--- src/rtl/emu_code_nco_mc_if.sv ---
// ============================================================================
// Module   : emu_code_nco_mc_if
// Brief    : Sample/control bus of the multi-channel C/A code NCO.
// Revision : 1.0  initial release
// ============================================================================
`default_nettype none

interface emu_code_nco_mc_if #(
  parameter int NCH = 4,
  parameter int FW  = 32,
  parameter int CW  = 10
);
  logic                dv_in;
  logic [NCH*FW-1:0]   freq;
  logic [NCH-1:0]      load;
  logic [NCH*FW-1:0]   load_phase;
  logic [NCH*10-1:0]   g2_init;
  logic [NCH-1:0]      slip;
  logic                dv_out;
  logic [NCH-1:0]      q;
  logic [NCH-1:0]      epoch;
  logic [NCH*CW-1:0]   chip_idx;

  modport master (
    output dv_in, freq, load, load_phase, g2_init, slip,
    input  dv_out, q, epoch, chip_idx
  );

  modport slave (
    input  dv_in, freq, load, load_phase, g2_init, slip,
    output dv_out, q, epoch, chip_idx
  );
endinterface

`default_nettype wire

--- src/rtl/emu_code_nco_mc.sv ---
// ============================================================================
// Module   : emu_code_nco_mc
// Brief    : Multi-channel C/A code NCO: phase accumulator carry drives a
//            modulo-CODE_LEN chip counter and G1/G2 Gold-code LFSRs.
// Revision : 1.0  initial release
// ============================================================================
`default_nettype none

module emu_code_nco_mc #(
  parameter int NCH      = 4,
  parameter int FW       = 32,
  parameter int CODE_LEN = 1023,
  parameter int CW       = $clog2(CODE_LEN)
) (
  input  wire logic           clk,
  input  wire logic           reset_n,
  emu_code_nco_mc_if.slave    bus
);

  localparam logic [9:0]    C_ALL_ONES = 10'h3FF;
  localparam logic [CW-1:0] C_LAST     = CW'(CODE_LEN - 1);

  logic [1:0]        r_dv_pipe;
  logic [NCH-1:0]    w_q;
  logic [NCH-1:0]    w_epoch;
  logic [NCH*CW-1:0] w_chip_idx;

  always_ff @(posedge clk or negedge reset_n) begin : p_dv_pipe
    if (!reset_n) begin
      r_dv_pipe <= 2'b00;
    end else begin
      r_dv_pipe <= {r_dv_pipe[0], bus.dv_in};
    end
  end

  generate
    for (genvar k = 0; k < NCH; k++) begin : g_ch
      logic [FW-1:0] r_phase;
      logic          r_carry;
      logic [CW-1:0] r_chip;
      logic [9:0]    r_g1;
      logic [9:0]    r_g2;
      logic [9:0]    r_g2_latch;
      logic          r_slip_pend;
      logic          r_epoch;

      logic [FW-1:0] w_freq;
      logic [FW:0]   w_sum;
      logic [9:0]    w_g1_next;
      logic [9:0]    w_g2_next;
      logic          w_adv;
      logic          w_wrap;

      assign w_freq    = bus.freq[k*FW +: FW];
      assign w_sum     = {1'b0, r_phase} + {1'b0, w_freq};
      // Shift toward stage 10 (bit 9); feedback enters stage 1 (bit 0).
      assign w_g1_next = {r_g1[8:0], r_g1[2] ^ r_g1[9]};
      assign w_g2_next = {r_g2[8:0],
                          r_g2[1] ^ r_g2[2] ^ r_g2[5] ^ r_g2[7] ^ r_g2[8] ^ r_g2[9]};
      assign w_adv     = r_carry & ~r_slip_pend;
      assign w_wrap    = (r_chip == C_LAST);

      always_ff @(posedge clk or negedge reset_n) begin : p_stage1
        if (!reset_n) begin
          r_phase <= '0;
          r_carry <= 1'b0;
        end else if (bus.load[k]) begin
          r_phase <= bus.load_phase[k*FW +: FW];
          r_carry <= 1'b0;
        end else if (bus.dv_in) begin
          {r_carry, r_phase} <= w_sum;
        end else begin
          r_carry <= 1'b0;
        end
      end

      always_ff @(posedge clk or negedge reset_n) begin : p_stage2
        if (!reset_n) begin
          r_chip      <= '0;
          r_g1        <= C_ALL_ONES;
          r_g2        <= C_ALL_ONES;
          r_g2_latch  <= C_ALL_ONES;
          r_slip_pend <= 1'b0;
          r_epoch     <= 1'b0;
        end else if (bus.load[k]) begin
          r_chip      <= '0;
          r_g1        <= C_ALL_ONES;
          r_g2        <= bus.g2_init[k*10 +: 10];
          r_g2_latch  <= bus.g2_init[k*10 +: 10];
          r_slip_pend <= 1'b0;
          r_epoch     <= 1'b0;
        end else begin
          r_epoch <= 1'b0;
          if (w_adv) begin
            if (w_wrap) begin
              // Restart both registers so short codes repeat exactly.
              r_chip  <= '0;
              r_g1    <= C_ALL_ONES;
              r_g2    <= r_g2_latch;
              r_epoch <= 1'b1;
            end else begin
              r_chip <= r_chip + CW'(1);
              r_g1   <= w_g1_next;
              r_g2   <= w_g2_next;
            end
          end
          // A slip being consumed this cycle swallows any coincident request.
          if (r_carry && r_slip_pend) begin
            r_slip_pend <= 1'b0;
          end else if (bus.slip[k]) begin
            r_slip_pend <= 1'b1;
          end
        end
      end

      assign w_q[k]                  = r_g1[9] ^ r_g2[9];
      assign w_epoch[k]              = r_epoch;
      assign w_chip_idx[k*CW +: CW]  = r_chip;
    end
  endgenerate

  assign bus.dv_out   = r_dv_pipe[1];
  assign bus.q        = w_q;
  assign bus.epoch    = w_epoch;
  assign bus.chip_idx = w_chip_idx;

endmodule

`default_nettype wire

--- src/flat_wrapper.sv ---
// flat-port wrapper written by rule: the top's interface ports become plain ports
module emu_code_nco_mc_flat 
#(
  parameter int NCH      = 4,
  parameter int FW       = 32,
  parameter int CODE_LEN = 1023,
  parameter int CW       = $clog2(CODE_LEN)
)
  (clk, reset_n, bus_dv_in, bus_freq, bus_load, bus_load_phase, bus_g2_init, bus_slip, bus_dv_out, bus_q, bus_epoch, bus_chip_idx);
  emu_code_nco_mc_if #(.NCH(NCH), .FW(FW), .CW(CW)) bus_i ();
  input  wire logic clk;
  input  wire logic reset_n;
  input wire logic [$bits(bus_i.dv_in)-1:0] bus_dv_in;
  input wire logic [$bits(bus_i.freq)-1:0] bus_freq;
  input wire logic [$bits(bus_i.load)-1:0] bus_load;
  input wire logic [$bits(bus_i.load_phase)-1:0] bus_load_phase;
  input wire logic [$bits(bus_i.g2_init)-1:0] bus_g2_init;
  input wire logic [$bits(bus_i.slip)-1:0] bus_slip;
  output wire logic [$bits(bus_i.dv_out)-1:0] bus_dv_out;
  output wire logic [$bits(bus_i.q)-1:0] bus_q;
  output wire logic [$bits(bus_i.epoch)-1:0] bus_epoch;
  output wire logic [$bits(bus_i.chip_idx)-1:0] bus_chip_idx;
  assign bus_i.dv_in = bus_dv_in;
  assign bus_i.freq = bus_freq;
  assign bus_i.load = bus_load;
  assign bus_i.load_phase = bus_load_phase;
  assign bus_i.g2_init = bus_g2_init;
  assign bus_i.slip = bus_slip;
  assign bus_dv_out = bus_i.dv_out;
  assign bus_q = bus_i.q;
  assign bus_epoch = bus_i.epoch;
  assign bus_chip_idx = bus_i.chip_idx;
  emu_code_nco_mc #(.NCH(NCH), .FW(FW), .CODE_LEN(CODE_LEN), .CW(CW)) u_core (.clk(clk), .reset_n(reset_n), .bus(bus_i));
endmodule
--- config.mk ---
export PLATFORM = sky130hd
export DESIGN_NAME = emu_code_nco_mc_flat
export DESIGN_NICKNAME = d
export VERILOG_FILES = /design/src/rtl/emu_code_nco_mc_if.sv /design/src/rtl/emu_code_nco_mc.sv /design/src/flat_wrapper.sv
export SDC_FILE = /design/constraint.sdc
export NUM_CORES = 1
export LEC_CHECK = 0
export CELL_PAD_IN_SITES_DETAIL_PLACEMENT = 1
export CELL_PAD_IN_SITES_GLOBAL_PLACEMENT = 2
export CORE_MARGIN = 2
export CORE_UTILIZATION = 32
export CTS_CLUSTER_SIZE = 30
export DETAILED_ROUTE_END_ITERATION = 16
export PLACE_DENSITY = 0.83
export SYNTH_ARGS = -nofsm -noshare
export SYNTH_HDL_FRONTEND = slang
export SYNTH_SLANG_ARGS = --single-unit
--- constraint.sdc ---
create_clock -name clk -period 4 [get_ports clk]
set_input_delay 0.6 -clock clk [delete_from_list [all_inputs] [get_ports clk]]
set_output_delay 0.6 -clock clk [all_outputs]
set_load 0.02 [all_outputs]
==> results of run 1 <==
## synth_stat cells (26+ instances only)
| library cell | instances |
|---|---|
| a22oi_1 | 26 |
| nand4_1 | 30 |
| a21o_1 | 66 |
| inv_1 | 76 |
| ha_1 | 136 |
| a21oi_1 | 223 |
| dfrtp_1 | 182 |
| o21ai_0 | 257 |
| dfstp_2 | 120 |
| o22a_1 | 40 |
| nor2_1 | 143 |
| mux2i_1 | 74 |
| nor2b_1 | 26 |
| clkbuf_1 | 91 |
| nand3_1 | 39 |
| xnor2_1 | 81 |
| nand2_1 | 272 |
| xor2_1 | 71 |
## power breakdown
| group | leakage, nW | switching (W) | internal (W) |
|---|---|---|---|
| Sequential | 3.53 | 0.000213 | 0.00345 |
| Combinational | 6.56 | 0.00205 | 0.00170 |
| Clock | 0.671 | 0.00151 | 0.00221 |
| Total | 10.8 | 0.00378 | 0.00737 |
## worst max-delay path, delay by kind of cell
family | cells | cell delay [ns]
xor gates and xnor gates | 1 | 0.17
AOI/OAI and AO/OA | 8 | 1.90
buffers and inverters | 1 | 0.41
adders and majority gates | 2 | 0.67
## routing by layer
layer  GRT usage  wire length, µm
met5           0              135
met3     0.04359             3118
met1      0.2590            29460
met2      0.3454            31630
met4     0.06069             1555
## cell families after synthesis
group,Yosys count,share of synthesized area
flip-flops,302,0.3888
multiplexers,76,0.03850
AND/OR/NAND/NOR,605,0.1369
buffers and inverters,190,0.03761
XOR/XNOR,152,0.06715
adder cells (fa/ha/maj),140,0.08987
AO/OA/AOI/OAI,776,0.2412
## state kept, by name (all words and copies together), names as in the netlist
signal / flops
u_core.g_ch.r_carry: 4
u_core.g_ch.r_chip: 40
u_core.g_ch.r_epoch: 4
u_core.g_ch.r_g1: 40
u_core.g_ch.r_g2: 40
u_core.g_ch.r_g2_latch: 40
u_core.g_ch.r_phase: 128
u_core.g_ch.r_slip_pend: 4
u_core.r_dv_pipe: 2
## per-stage QoR
step,hold WS (ns),util,total power (W)
2_1_floorplan,0.3044,-,0.006280
3_3_place_gp,0.3426,0.3930,0.007345
3_5_place_dp,0.3628,0.3930,0.007458
4_1_cts,0.006496,0.4153,0.01130
5_1_grt,0.008887,0.4155,0.01188
6_report,-0.004448,0.4155,0.01114
## area by class of cell
type                    count  share of cell area
flip-flops and latches    302              0.3017
diodes                      6           0.0005877
inverters                  78             0.01146
repair buffers            383              0.1488
clock buffers              57             0.04609
well taps                 790             0.03869
multi-input cells        1749              0.4451
clock inverters            19            0.007493
## final timing paths
kind                                                       start                                        to  slack [ns]  depth (start not counted)
setup / recovery                                    bus_freq[32]    u_core.g_ch[1].r_phase[24]$_DFFE_PN0P_        0.68                         12
hold / removal                                           reset_n    u_core.g_ch[3].r_phase[27]$_DFFE_PN0P_      -0.004                          1
setup reg to reg           u_core.g_ch[1].r_phase[0]$_DFFE_PN0P_    u_core.g_ch[1].r_phase[24]$_DFFE_PN0P_        0.75                         11
hold reg to reg                    u_core.r_dv_pipe[0]$_DFF_PN0_             u_core.r_dv_pipe[1]$_DFF_PN0_        0.36                          0
max in group asynchronous                                reset_n  u_core.g_ch[3].r_g2_latch[8]$_DFFE_PN1P_        3.08                          2
min in group clk                   u_core.r_dv_pipe[0]$_DFF_PN0_             u_core.r_dv_pipe[1]$_DFF_PN0_        0.36                          0
==> metrics, run 1 <==
CTS tree=done; initial antenna violation count=17; Cell Rows=91; # hold bufs at CTS=0; critical-path cell list=clkdlybuf4s50_1 -> ha_1 -> fa_1 -> a21oi_1 -> o21ai_0 -> a21o_1 -> a31oi_1 -> o221ai_1 -> a221o_1 -> a31oi_1 -> xor2_1 -> o21ai_0; IO buf count=355; area delta synth->final=28.86%; number of routed nets with antenna violations=0; gr ovfl total=0; Syn Area/Cell=8.847 µm²; Skew-Pair Late Insertion Delay=0.57 ns; Worst Setup End Kind=register; first-pass GRT wire length=104,700 µm; Root Buffer=clkbuf_16; clock sink count=302; Die Area=63,960 µm²; DR WL/cell=~19 µm; DP Area=24,160 µm²; Final nets=3,002; Slowest-stage cell, CP=fa_1; setup violators final=0; Total Wirelength=65,890 µm; upper clock frequency limit=0.3016 GHz; Critical Path RT=between 4 and 5 ns; area leader, netlist=dfrtp_1; Mapped Nets=2,688; RSZ-0062 raised after global routing=no; Post-DP HPWL=49,310 µm; most common cell after layout, fill and taps aside=clkdlybuf4s50_1; min-delay worst type=in2async; Pleak=10.76 nW; Tcrit/Tclk final=0.8289; I/O Pins=356; Seq/Total Area, Yosys=0.3888; die width=252.9 µm; vias in the first global route=a little under 20,000; fill count=7,106; # DRC=0; vias per cell=5.299; kind of critical path=in2reg; failing checks=hold timing; final setup margin=roughly 0.7 ns; Post-synth ARST share=1.000; EDFF count, synth=0; Worst-path clk slew=0.06 ns; Placed Cells incl. Taps=3,302; DRT Pass-1 Iters=6; area of the multi-input gates=11,370 µm²; Worst-Margin Slew=between 1 and 1.5 ns; Core Box Area=61,480 µm²; max_cap viols=0; crit-path max FO=4; detailed router's first-iteration violation count=756; Netlist cell types=75; CTS buffer count=41; Die H=252.9 µm; FF/Latch Area=between 7000 and 8000 µm²; Yosys top cell area share=0.2297; status=finished with violations; Synth area leaders=dfrtp_1 (23%), dfstp_2 (16%), ha_1 (8.6%); Vias=between 15,000 and 20,000; WHS=-0.004448 ns; clk buf depth=3; starting density of the core=0.3224; CTS H-tree lvls=2; Final Critical Period=3.315 ns; worst stage delay on the critical path=between 0.4 and 0.5 ns; Post-Syn Area=19,830 µm²; GP Congestion=0.8724; Max transition margin=0.3137; crit start category=primary input; share of layout cells above drive strength 1=0.09428; Sum Neg Setup Slack=0 ns; Power Dens Cells=436.1 nW/µm²; GRT Util Overall=0.2036; Final Max Tran Viols=0; Setup Fix Bufs, Post-CTS=0; fin area=25,550 µm²; instance count of the mapped netlist=about 2,200; largest net degree at the start of global routing=82; Yosys reg bits=302; worst slack, placed=0.1244 ns; most frequent cells in the layout=clkdlybuf4s50_1 (349), nand2_1 (272), o21ai_0 (257); worst vdd ir=0.2832 mV; YS warnings=0; Final Hold Violating Endpoints=2; top_reg_cell synth=dfrtp_1; PostCTS Resize Cnt=0; clock skew=0.02042 ns; Finished Layout Cells=3,384; CP arrival=3.76 ns
(Power assumes the default switching activity.)
==> run 2: changes to the inputs <==
--- a/config.mk
+++ b/config.mk
@@ -8,10 +8,10 @@
 export CELL_PAD_IN_SITES_DETAIL_PLACEMENT = 1
 export CELL_PAD_IN_SITES_GLOBAL_PLACEMENT = 2
 export CORE_MARGIN = 2
-export CORE_UTILIZATION = 32
+export CORE_UTILIZATION = 29
 export CTS_CLUSTER_SIZE = 30
 export DETAILED_ROUTE_END_ITERATION = 16
-export PLACE_DENSITY = 0.83
+export PLACE_DENSITY = 0.8
 export SYNTH_ARGS = -nofsm -noshare
 export SYNTH_HDL_FRONTEND = slang
 export SYNTH_SLANG_ARGS = --single-unit
==> constraint.sdc (replaced) <==
create_clock -name clk -period 2.81 [get_ports clk]
set_input_delay 0.4215 -clock clk [delete_from_list [all_inputs] [get_ports clk]]
set_output_delay 0.4215 -clock clk [all_outputs]
set_load 0.02 [all_outputs]
==> metrics, run 2 (synthesis results as in run 1) <==
Worst-Margin Slew=0.8252 ns (was 1.029 ns); IO buf count=355 (unchanged); setup violators final=5 (was 0); clock skew=0.01424 ns (was 0.02042 ns); Top reg by flops=u_core.g_ch.r_phase (unchanged); GRT Util Overall=0.2046 (was 0.2036); Post-DP HPWL=55,570 µm (was 49,310 µm); I/O Pins=356 (unchanged); share of layout cells above drive strength 1=0.2089 (was 0.09428); Final Max Tran Viols=0 (unchanged); vias in the first global route=21,170 (was 19,280); Sum Neg Setup Slack=-0.1393 ns (was 0 ns); CTS buffer count=42 (was 41); Tcrit/Tclk final=1.017; Die H=265.5 µm (was 252.9 µm); worst stage delay on the critical path=0.42 ns (was 0.43 ns); clock sink count=302 (unchanged); die width=265.5 µm (was 252.9 µm); Cell Rows=95 (was 91); gr ovfl total=0 (unchanged); crit start category=register (was primary input); DR WL/cell=19.53 µm (was 19.47 µm); vias per cell=5.124 (was 5.299); min-delay worst type=in2reg (was in2async); Final Critical Period=2.857 ns; Die Area=70,470 µm² (was 63,960 µm²); Final Hold Violating Endpoints=0 (was 2); starting density of the core=0.2942 (was 0.3224); kind of critical path=reg2reg (was in2reg); most frequent cells in the layout=clkdlybuf4s50_1 (349), buf_4 (302), nand2_1 (271) (was clkdlybuf4s50_1 (349), nand2_1 (272), o21ai_0 (257)); DRT Pass-1 Iters=5 (was 6); initial antenna violation count=26 (was 17); upper clock frequency limit=0.3500 GHz; Worst Setup End Kind=register (unchanged); status=finished with violations (unchanged); Vias=19,250 (was 17,930); critical-path cell list=ha_4 -> fa_2 -> a21oi_4 -> o21ai_2 -> a21oi_2 -> o31ai_4 -> a2111oi_4 -> nor3_2 -> a221o_1 -> xnor2_1 -> a221oi_2 (was clkdlybuf4s50_1 -> ha_1 -> fa_1 -> a21oi_1 -> o21ai_0 -> a21o_1 -> a31oi_1 -> o221ai_1 -> a221o_1 -> a31oi_1 -> xor2_1 -> o21ai_0); final setup margin=-0.04679 ns (was 0.6846 ns); Layout Utilization=0.4230 (was 0.4155); Final nets=3,286 (was 3,002); # DRC=0 (unchanged); detailed router's first-iteration violation count=770 (was 756); fin area=28,510 µm² (was 25,550 µm²); Worst-path clk slew=0.06 ns (about the same); failing checks=setup timing (was hold timing); RSZ-0062 raised after global routing=yes (was no); Critical Path RT=3.27 ns (was 4.44 ns); Root Buffer=clkbuf_16 (unchanged); Total Wirelength=73,370 µm (was 65,890 µm); Pleak=12.28 nW (was 10.76 nW); Power Dens Cells=630.2 nW/µm² (was 436.1 nW/µm²); CTS H-tree lvls=2 (unchanged); worst slack, placed=-0.7587 ns (was 0.1244 ns); Skew-Pair Late Insertion Delay=0.57 ns (about the same); Final Power=0.01797 W (was 0.01114 W); first-pass GRT wire length=115,600 µm (was 104,700 µm); largest net degree at the start of global routing=79 (was 82); max reg flops=128 (unchanged); area delta synth->final=43.79% (was 28.86%); clk buf depth=3 (unchanged); Max transition margin=0.4479 (was 0.3137); max_cap viols=0 (unchanged); CTS tree=done (unchanged); number of routed nets with antenna violations=0 (unchanged); GP Congestion=0.8861 (was 0.8724); worst vdd ir=0.4182 mV (was 0.2832 mV); most common cell after layout, fill and taps aside=clkdlybuf4s50_1 (unchanged); CP arrival=3.31 ns (was 3.76 ns); Slowest-stage cell, CP=fa_2 (was fa_1); Core Box Area=67,400 µm² (was 61,480 µm²); crit-path max FO=2 (was 4); DP Area=26,400 µm² (was 24,160 µm²)
[run 2: changes by cell type in the layout (fill, tap and decap cells not counted), moves of 6 or more]
| cell | change |
|---|---|
| a211oi_1 | -7 |
| o21ai_0 | -20 |
| ha_4 | +8 |
| ha_1 | -9 |
| a21oi_1 | -14 |
| a21oi_2 | +12 |
| a211oi_2 | +6 |
| buf_4 | +277 |
| a31oi_4 | +6 |
| a31oi_1 | -7 |
| o21ai_1 | +15 |
[run 2: per-stage QoR]
step / cells / hold WS (ns)
floorplan: 2241 / 0.1259
global placement: 3656 / 0.3441
detailed placement: 3656 / 0.3667
CTS: 3736 / 0.08666
global route: 3753 / 0.1245
finish: 3756 / 0.1192
[run 2: routing by layer]
| layer | track usage | vias to the layer above | wire length, µm |
|---|---|---|---|
| met5 | 0 | - | 176 |
| met3 | 0.04481 | 131 | 3507 |
| met4 | 0.06062 | 30 | 1737 |
| li1 | - | 9270 | - |
| met1 | 0.2500 | 9491 | 31480 |
| met2 | 0.3592 | 325 | 36470 |
[run 2: what timing repair did]
action,CTS,global route
pin swaps,21,45
resized for setup,27,80
buffers inserted,2,9
hold endpoints to repair,22,0
gates cloned,0,0
hold buffers,1,0
endpoints found under the setup margin,33,50
[run 2: critical path, delay by kind of cell, from the launching register on]
family | cells | cell delay, ns
xor gates and xnor gates | 1 | 0.15
AOI/OAI and AO/OA | 7 | 1.50
DFF | 1 | 0.41
and+or+nand+nor | 1 | 0.10
adders and majority gates | 2 | 0.60
[run 2: layout make-up]
class	count	area [µm²]
inverter	78	292.8
antenna	11	27.53
multi-input combinational	1749	11930
timing repair buffer	666	5974
tap	873	1092
clock buffer	63	1274
sequential	302	7707
fill	7694	38890
clock inverter	14	212.7
[run 2: worst paths after layout]
check / end / slack (ns) / start / cells past startpoint
min in group asynchronous: u_core.g_ch[1].r_phase[29]$_DFFE_PN0P_ / 0.41 / reset_n / 2
hold / removal: u_core.g_ch[1].r_chip[9]$_DFFE_PN0P_ / 0.12 / bus_load[1] / 2
max in group asynchronous: u_core.g_ch[0].r_g1[9]$_DFFE_PN1P_ / 1.54 / reset_n / 3
setup / recovery: u_core.g_ch[3].r_phase[30]$_DFFE_PN0P_ / -0.05 / u_core.g_ch[3].r_phase[0]$_DFFE_PN0P_ / 11
hold reg to reg: u_core.r_dv_pipe[1]$_DFF_PN0_ / 0.38 / u_core.r_dv_pipe[0]$_DFF_PN0_ / 0
setup reg to reg: u_core.g_ch[3].r_phase[30]$_DFFE_PN0P_ / -0.05 / u_core.g_ch[3].r_phase[0]$_DFFE_PN0P_ / 11
[run 2: where the power goes]
part / internal, W / total [W] / switching, W
sequential: 0.00492 / 0.00524 / 0.000325
combinational: 0.00350 / 0.00695 / 0.00346
clock: 0.00360 / 0.00577 / 0.00217
